==> src/rtl/conv_pkg.sv <==
// Shared definitions for the convolution sequencer: FSM encoding, derived
// geometry widths, the result tag record and the datapath pipeline depth.
package conv_pkg;

    // Registers between the datapath input and conv_data_out: one multiplier
    // register plus five adder-tree levels. Must track the datapath.
    localparam int PIPE_LATENCY = 6;

    // Default layer geometry of the unit this sequencer was built for.
    localparam int DEF_IFM_SIZE          = 14;
    localparam int DEF_IFM_DEPTH         = 3;
    localparam int DEF_KERNAL_SIZE       = 5;
    localparam int DEF_NUMBER_OF_FILTERS = 2;

    typedef enum logic [1:0] {
        ST_IDLE  = 2'd0,
        ST_RUN   = 2'd1,
        ST_DRAIN = 2'd2,
        ST_DONE  = 2'd3
    } state_t;

    // Output feature map side length.
    function automatic int calc_os(input int ifm_size, input int kernal_size);
        return ifm_size - kernal_size + 1;
    endfunction

    // Width of a row or column index.
    function automatic int calc_pos_w(input int ifm_size, input int kernal_size);
        return $clog2(calc_os(ifm_size, kernal_size));
    endfunction

    // Width of a flattened row*OS+col output address.
    function automatic int calc_addr_w(input int ifm_size, input int kernal_size);
        int os;
        os = calc_os(ifm_size, kernal_size);
        return $clog2(os * os);
    endfunction

    // Width of an index that counts up to n-1, never narrower than one bit.
    function automatic int calc_sel_w(input int n);
        int w;
        w = $clog2(n);
        return (w < 1) ? 1 : w;
    endfunction

    function automatic int calc_d_w(input int ifm_depth);
        return calc_sel_w(ifm_depth);
    endfunction

    function automatic int calc_f_w(input int number_of_filters);
        return calc_sel_w(number_of_filters);
    endfunction

    localparam int DEF_ADDR_W = calc_addr_w(DEF_IFM_SIZE, DEF_KERNAL_SIZE);
    localparam int DEF_F_W    = calc_f_w(DEF_NUMBER_OF_FILTERS);

    // Metadata that travels alongside a window through the datapath. The
    // valid flag is the first field, so it is the MSB of the packed record.
    typedef struct packed {
        logic                  valid;
        logic [DEF_ADDR_W-1:0] addr;
        logic [DEF_F_W-1:0]    filter;
        logic                  first;
        logic                  last;
    } tag_t;

endpackage

==> src/rtl/conv_sequencer_tag_pipe.sv <==
// Fixed-depth shift register that carries result tags in lockstep with the
// ungated adder tree. The MSB of each entry is its valid flag.
module tag_pipe #(
    parameter int DEPTH = 6,
    parameter int WIDTH = 8
) (
    input  logic             clk,
    input  logic             rst_n,
    input  logic [WIDTH-1:0] i_data,
    output logic [WIDTH-1:0] o_data,
    output logic             o_pending
);

    logic [WIDTH-1:0] r_stage [DEPTH];

    // Shift every cycle; stage 0 takes the new entry.
    // NOTE: every stage is reset because the valid flags must read 0 after reset; a data-only RAM would not need this.
    always_ff @(posedge clk or negedge rst_n) begin
        if (!rst_n) begin
            for (int i = 0; i < DEPTH; i++) begin
                r_stage[i] <= '0;
            end
        end else begin
            r_stage[0] <= i_data;
            for (int i = 1; i < DEPTH; i++) begin
                r_stage[i] <= r_stage[i-1];
            end
        end
    end

    assign o_data = r_stage[DEPTH-1];

    // A valid entry will still be in flight after the next shift.
    // NOTE: o_pending gets a default first so no path through the loop can leave it unassigned and infer a latch.
    always_comb begin
        o_pending = 1'b0;
        for (int i = 0; i < DEPTH - 1; i++) begin
            o_pending = o_pending | r_stage[i][WIDTH-1];
        end
    end

endmodule

==> src/rtl/conv_sequencer.sv <==
// Sequencer for one 5x5 convolution unit: walks filter/depth/row/col across a
// layer, strobes the multiplier register, and tags each result that emerges
// from the fixed-latency datapath with its address and accumulation flags.
module conv_sequencer
    import conv_pkg::*;
#(
    parameter int IFM_SIZE          = 14,
    parameter int IFM_DEPTH         = 3,
    parameter int KERNAL_SIZE       = 5,
    parameter int NUMBER_OF_FILTERS = 2,
    localparam int OS     = calc_os(IFM_SIZE, KERNAL_SIZE),
    localparam int POS_W  = calc_pos_w(IFM_SIZE, KERNAL_SIZE),
    localparam int ADDR_W = calc_addr_w(IFM_SIZE, KERNAL_SIZE),
    localparam int D_W    = calc_d_w(IFM_DEPTH),
    localparam int F_W    = calc_f_w(NUMBER_OF_FILTERS)
) (
    input  logic              clk,
    input  logic              reset,
    input  logic              start,
    input  logic              win_valid,
    input  logic              hold,
    output logic              conv_enable,
    output logic [POS_W-1:0]  win_row,
    output logic [POS_W-1:0]  win_col,
    output logic [D_W-1:0]    depth_sel,
    output logic [F_W-1:0]    filter_sel,
    output logic              win_advance,
    output logic              out_valid,
    output logic [ADDR_W-1:0] out_addr,
    output logic [F_W-1:0]    out_filter,
    output logic              out_first,
    output logic              out_last,
    output logic              busy,
    output logic              done
);

    // Same layout as conv_pkg::tag_t, sized for this instance's geometry.
    typedef struct packed {
        logic              valid;
        logic [ADDR_W-1:0] addr;
        logic [F_W-1:0]    filter;
        logic              first;
        logic              last;
    } tag_rec_t;

    localparam int TAG_W = $bits(tag_rec_t);

    localparam logic [POS_W-1:0] POS_LAST   = POS_W'(OS - 1);
    localparam logic [D_W-1:0]   DEPTH_LAST = D_W'(IFM_DEPTH - 1);
    localparam logic [F_W-1:0]   FILT_LAST  = F_W'(NUMBER_OF_FILTERS - 1);

    state_t           r_state;
    state_t           w_state_next;
    logic [POS_W-1:0] r_row;
    logic [POS_W-1:0] r_col;
    logic [D_W-1:0]   r_depth;
    logic [F_W-1:0]   r_filter;

    logic             w_issue;
    logic             w_col_last;
    logic             w_row_last;
    logic             w_depth_last;
    logic             w_filter_last;
    logic             w_final_issue;
    logic             w_pipe_pending;
    tag_rec_t         w_tag_in;
    tag_rec_t         w_tag_out;

    // A window is consumed only while running, present and not back-pressured.
    assign w_issue       = (r_state == ST_RUN) && win_valid && !hold;
    assign w_col_last    = (r_col == POS_LAST);
    assign w_row_last    = (r_row == POS_LAST);
    assign w_depth_last  = (r_depth == DEPTH_LAST);
    assign w_filter_last = (r_filter == FILT_LAST);
    assign w_final_issue = w_issue && w_col_last && w_row_last && w_depth_last && w_filter_last;

    // State register.
    // NOTE: sequential state uses non-blocking assignments so every register samples pre-edge values.
    always_ff @(posedge clk or negedge reset) begin
        if (!reset) begin
            r_state <= ST_IDLE;
        end else begin
            r_state <= w_state_next;
        end
    end

    // Next-state logic; start is only looked at in IDLE.
    always_comb begin
        w_state_next = r_state;
        unique case (r_state)
            ST_IDLE:  if (start)           w_state_next = ST_RUN;
            ST_RUN:   if (w_final_issue)   w_state_next = ST_DRAIN;
            ST_DRAIN: if (!w_pipe_pending) w_state_next = ST_DONE;
            ST_DONE:                       w_state_next = ST_IDLE;
            default:                       w_state_next = ST_IDLE;
        endcase
    end

    // Window counters: col innermost, then row, depth, filter; cleared on entry to RUN.
    always_ff @(posedge clk or negedge reset) begin
        if (!reset) begin
            r_row    <= '0;
            r_col    <= '0;
            r_depth  <= '0;
            r_filter <= '0;
        end else if ((r_state == ST_IDLE) && start) begin
            r_row    <= '0;
            r_col    <= '0;
            r_depth  <= '0;
            r_filter <= '0;
        end else if (w_issue) begin
            if (!w_col_last) begin
                r_col <= r_col + 1'b1;
            end else begin
                r_col <= '0;
                if (!w_row_last) begin
                    r_row <= r_row + 1'b1;
                end else begin
                    r_row <= '0;
                    if (!w_depth_last) begin
                        r_depth <= r_depth + 1'b1;
                    end else begin
                        r_depth  <= '0;
                        r_filter <= w_filter_last ? '0 : r_filter + 1'b1;
                    end
                end
            end
        end
    end

    // Metadata for the window being issued; idle cycles insert an empty tag so
    // values the datapath recomputes while the mul register holds are never flagged.
    always_comb begin
        w_tag_in = '0;
        if (w_issue) begin
            w_tag_in.valid  = 1'b1;
            w_tag_in.addr   = ADDR_W'(int'(r_row) * OS + int'(r_col));
            w_tag_in.filter = r_filter;
            w_tag_in.first  = (r_depth == '0);
            w_tag_in.last   = w_depth_last;
        end
    end

    tag_pipe #(
        .DEPTH (PIPE_LATENCY),
        .WIDTH (TAG_W)
    ) u_tag_pipe (
        .clk       (clk),
        .rst_n     (reset),
        .i_data    (w_tag_in),
        .o_data    (w_tag_out),
        .o_pending (w_pipe_pending)
    );

    assign conv_enable = w_issue;
    assign win_advance = w_issue;
    assign win_row     = r_row;
    assign win_col     = r_col;
    assign depth_sel   = r_depth;
    assign filter_sel  = r_filter;

    assign out_valid   = w_tag_out.valid;
    assign out_addr    = w_tag_out.addr;
    assign out_filter  = w_tag_out.filter;
    assign out_first   = w_tag_out.first;
    assign out_last    = w_tag_out.last;

    assign busy        = (r_state != ST_IDLE);
    assign done        = (r_state == ST_DONE);

endmodule
==> config.mk <==
export PLATFORM = sky130hd
export DESIGN_NAME = conv_sequencer
export DESIGN_NICKNAME = d
export VERILOG_FILES = /design/src/rtl/conv_pkg.sv /design/src/rtl/conv_sequencer_tag_pipe.sv /design/src/rtl/conv_sequencer.sv
export SDC_FILE = /design/constraint.sdc
export NUM_CORES = 1
export LEC_CHECK = 0
export CELL_PAD_IN_SITES_DETAIL_PLACEMENT = 0
export CELL_PAD_IN_SITES_GLOBAL_PLACEMENT = 1
export CORE_MARGIN = 10
export CORE_UTILIZATION = 49
export CTS_CLUSTER_SIZE = 25
export DETAILED_ROUTE_END_ITERATION = 7
export GPL_ROUTABILITY_DRIVEN = 0
export PLACE_DENSITY = 0.91
export SLEW_MARGIN = 0
export SYNTH_ARGS = -nofsm -noshare
export SYNTH_HDL_FRONTEND = slang
export SYNTH_SLANG_ARGS = --single-unit
==> constraint.sdc <==
create_clock -name clk -period 4.3 [get_ports clk]
set_clock_uncertainty 0.2 [all_clocks]
set_input_delay 0.86 -clock clk [delete_from_list [all_inputs] [get_ports clk]]
set_output_delay 0.86 -clock clk [all_outputs]
set_load 0.02 [all_outputs]
== After elaboration in Yosys (flattened, before gate mapping) ==
Index checks and enable logic that the tools add are counted.
Operators by class
  $add $sub $neg: 5
  multipliers: 1
  equal/unequal tests: 9
  mux-type cells: 23
  bitwise logic cells: 4
  reduce and logical (&&, ||, !) cells: 19
Operator list (count)
  $mux 4: 7
  $mux 2: 8
  $mux 11: 1
  $reduce_bool 2->1: 5
  $add 4x1->4 const B: 2
  $eq 4x4->1 const B: 2
  $pmux 2 s4: 1
  $add 7x4->7: 1
  $logic_and 1x1->1: 7
  $eq 2x2->1 const B: 3
  $mul 4x3->6 const B: 1
  $mux 1: 6
  $ne 2x2->1 const B: 3
  $reduce_and 3->1: 2
  $logic_not 2->1: 2
  $or 1x1->1: 4
  $reduce_and 4->1: 1
  $add 2x1->2 const B: 1
  $eq 2x1->1 const B: 1
  $reduce_and 2->1: 1
  $add 1x1->1 const B: 1
  $logic_not 1->1: 1
Word-level totals
  bits in registers: 79
  output and inout port bits: 26

== Longest topological paths before layout ==
  word-level depth: 9
  depth in mapped cells: 8
  gate-level depth less buffers: 7

== Modules after synthesis ==
Synthesis repeated with hierarchy kept, for this count alone.
Second synthesis, totals
  cells, all modules: 202
  area total of the unflattened synthesis: 2831.5 sq um
Modules (own cells, without submodules)
  tag_pipe: times used 1, cells an instance 80, area an instance 1746.7 sq um
  conv_sequencer: times used 1, cells an instance 122, area an instance 1084.8 sq um

== Least setup slack after synthesis ==
OpenSTA, ideal clock, no wires.
  kind: input-to-output
  start: input hold
  end: output win_advance
  data arrival time: 1.659 ns
  data required time: 3.240 ns
  slack: 1.581 ns
  cell stages on the path: 4
  path buffers: 2
  path through: nand3b_1 -> buf_2 -> inv_1 -> buf_4
On the way
  word-level cells in the longest chain between the ends: 2
RTL lines
  from (decl): RTL line conv_sequencer.sv:21  | input logic hold,
  $logic_not 1->1: RTL line conv_sequencer.sv:70  | assign w_issue = (r_state == ST_RUN) && win_valid && !hold;
  $logic_and 1x1->1: RTL line conv_sequencer.sv:70
  to (decl): RTL line conv_sequencer.sv:27  | output logic win_advance,
Every way passes these cells.

== Worst setup path in the final report ==
  start: input hold
  end: output conv_enable
On the way
  word-level cells in the longest chain between the ends: 2
RTL lines
  $logic_not 1->1: RTL line conv_sequencer.sv:70
  $logic_and 1x1->1: RTL line conv_sequencer.sv:70
  to (decl): RTL line conv_sequencer.sv:22  | output logic conv_enable,
Every way passes these cells.

==> run_results.csv <==
group,metric,value,unit
logic_synthesis,synth_ff_type,"dfrtp_1",
place,hpwl,2630,um
critical_path,required,3240,ps
pwr,power.density,547.7,nW/um^2
place,placed_cell_area,3136,sq um
critical_path,arrival,2330,ps
clocking,cts_buffers,9,
finish,final_area,3321,sq um
floorplanning,dieWidth,95.77,um
logic_synthesis,netlist_area,2813,sq um
place,port_buffers,30,
job,maxCapViolations,0,
clocking,clk_pin_slew_worst_paths,70,ps
logic_synthesis,synth.yosys.seq_area_share,70.28,%
sta,tightest_slew,929.5,ps
drt,via_per_inst,4.738,
critical_path,worst_r2r_startpoint,"win_row[1]",
global_routing,grt_overflow_total,0,
floorplanning,die_area,9171,sq um
floorplanning,num_rows,27,
floorplanning,die_h,95.77,um
clocking,post_cts_resized,0,
global_routing,grt_usage,10.03,%
run_status,status,"finished clean",
clocking,cts_setup_buffers,0,
clocking,clk_latency,330,ps
drt,drc,0,
critical_path,ff2ff_path_depth,6,
critical_path,end_kind,"output pin",
clocking,cts_tree,"done",
sta,layout_min_cycle_time,3394,ps
clocking,htreeDepth,3,
finish,nNetsFinal,249,
drt,num_vias,1431,
clocking,clock-sinks,79,
logic_synthesis,ys_top_cells_by_area,"dfrtp_1 (70%), ha_1 (6.7%), nor2_1 (2.5%), buf_4 (2.1%), a21oi_1 (1.6%)",
logic_synthesis,async_flop_share,100.0,%
logic_synthesis,yosys.area.top_type,"dfrtp_1",
sta,hold_viol_final,0,
global_routing,antenna_found_initial,0,
min_path,hold_start,"u_tag_pipe.r_stage[30]",
sta,fmax,294.6,MHz
sta,setup_viol,0,
finish,areaGrowthSynthToFinish,18.06,%
sta,fin_crit_sh,78.93,%
sta,maxSlewHeadroom,38.03,%
logic_synthesis,synth_edf_count,0,
drt,first_pass_iters,3,
logic_synthesis,synth_cell_types,34,
logic_synthesis,synth_top_area_share,70.28,%
floorplanning,core,5540,sq um
logic_synthesis,syn_inst,196,
clocking,clockRootBuffer,"clkbuf_8",
sta,rsz0062_at_grt,"no",
floorplanning,io_pins,31,
pwr,ir_worst_vdd,0.0003177,V
drt,drtAntennaViolNets,0,
critical_path,crit_type,"primary input to output pin",
logic_synthesis,yosysMostFrequentCell,"dfrtp_1",
drt,routed_wirelength,4084,um
floorplanning,start_util,50.77,%
min_path,holdPathStages,0,
critical_path,r2r-end,"u_tag_pipe.r_stage[64]",
min_path,holdPathEnd,"u_tag_pipe.r_stage[19]",
critical_path,cp_max_fo,10,
sta,final.setup.tns,0,ps
sta,slew_viol_final,0,
critical_path,r2r_slack,1960,ps
logic_synthesis,synth_seq_cells,79,
logic_synthesis,syn_nets,218,
logic_synthesis,synth_warnings,0,
min_path,holdCritPathClass,"flop to flop",
clocking,cts_hold_buffers,0,
logic_synthesis,synth_commonest_cells,"dfrtp_1 (79), nor2_1 (19), ha_1 (15)",
pwr,cellLeakagePower,1.641,nW
drt,drt_iter0_drc,57,
global_routing,grt_pass1_vias,1473,
drt,wl_per_cell,13.52,um
finish,antennaDiodeCount,0,
critical_path,cp-start-kind,"primary input",
global_routing,grt_max_degree,80,
logic_synthesis,synth.avg_cell_area,14.35,sq um
clocking,cts_buffer_depth,2,
global_routing,grt_pass1_wl,7072,um
finish,drive_above_1_share,10.43,%
metrics by stage:
stage	setup slack (ps)	hold slack, ps	utilization, %	std cells	total power (W)
finish	905.9	144.7	59.94	302	0.001819
global route	806.2	149.8	59.94	302	0.001935
CTS	890.0	150.8	59.94	302	0.001844
detailed placement	892.1	134.7	56.59	288	0.001321
global placement	903.0	131.7	56.59	288	0.001314
floorplan	1581	131.2	-	196	0.001180
placed cells by master, fill, tap and decap left out, types with 2 or more instances in the layout:
master	n
inv_1	8
a21oi_1	9
nand3b_1	3
fa_1	2
clkbuf_8	10
nand2_1	4
ha_1	15
dfrtp_1	79
o21ai_0	6
nor2_1	19
nor3_1	6
clkdlybuf4s50_1	29
xor2_1	3
clkinv_2	2
nor4_1	4
nor2b_1	3
mux2i_1	4
buf_4	2
and2_1	5
kinds of logic after synthesis:
group,count (synthesis),synth area share (%)
buf+inv,19,3.647
xor+xnor,4,1.246
flops,79,70.28
fa+ha+maj,17,8.096
simple gates,52,10.28
compound gates,20,4.493
mux,5,1.957
flip-flops by register name (all words and copies together), names as in the netlist:
signal              flops
depth_sel               2
filter_sel              1
r_state                 2
u_tag_pipe.o_data      11
u_tag_pipe.r_stage     55
win_col                 4
win_row                 4
worst max-delay path, stage by stage:
cell	delay, ps
clkdlybuf4s50_1	390
nand3b_1	160
inv_1	250
clkdlybuf4s50_1	680
worst max-delay path by stage:
stage,from,endpoint,cells past startpoint
after floorplan,hold,win_advance,4
after global placement,hold,conv_enable,4
after detailed placement,hold,conv_enable,4
after CTS,hold,conv_enable,4
after global routing,hold,conv_enable,4
final,hold,conv_enable,4
where the power goes:
part	total [W]	leakage [nW]	switching, W	internal [W]
registers	0.000931	1.06	0.0000794	0.000852
clock network	0.000515	0.0940	0.000239	0.000275
logic	0.000373	0.487	0.000199	0.000174
total	0.00182	1.64	0.000518	0.00130
routing by layer:
layer,vias to the layer above,global-route usage [%],share of wire [%]
met3,6,5.837,10
li1,705,-,-
met4,0,4.423,1.2
met2,35,12.53,40
met5,-,0,0
met1,685,13.61,48
layout make-up:
| cell class | instances | area (sq um) |
|---|---|---|
| Fill cell | 464 | 2220 |
| Tap cell | 72 | 90.09 |
| Clock inverter | 4 | 47.55 |
| Multi-Input combinational cell | 98 | 733.2 |
| Clock buffer | 10 | 137.6 |
| Timing Repair Buffer | 31 | 305.3 |
| Sequential cell | 79 | 1977 |
| Inverter | 8 | 30.03 |
Note: power is estimated with default switching activity, not from simulation.
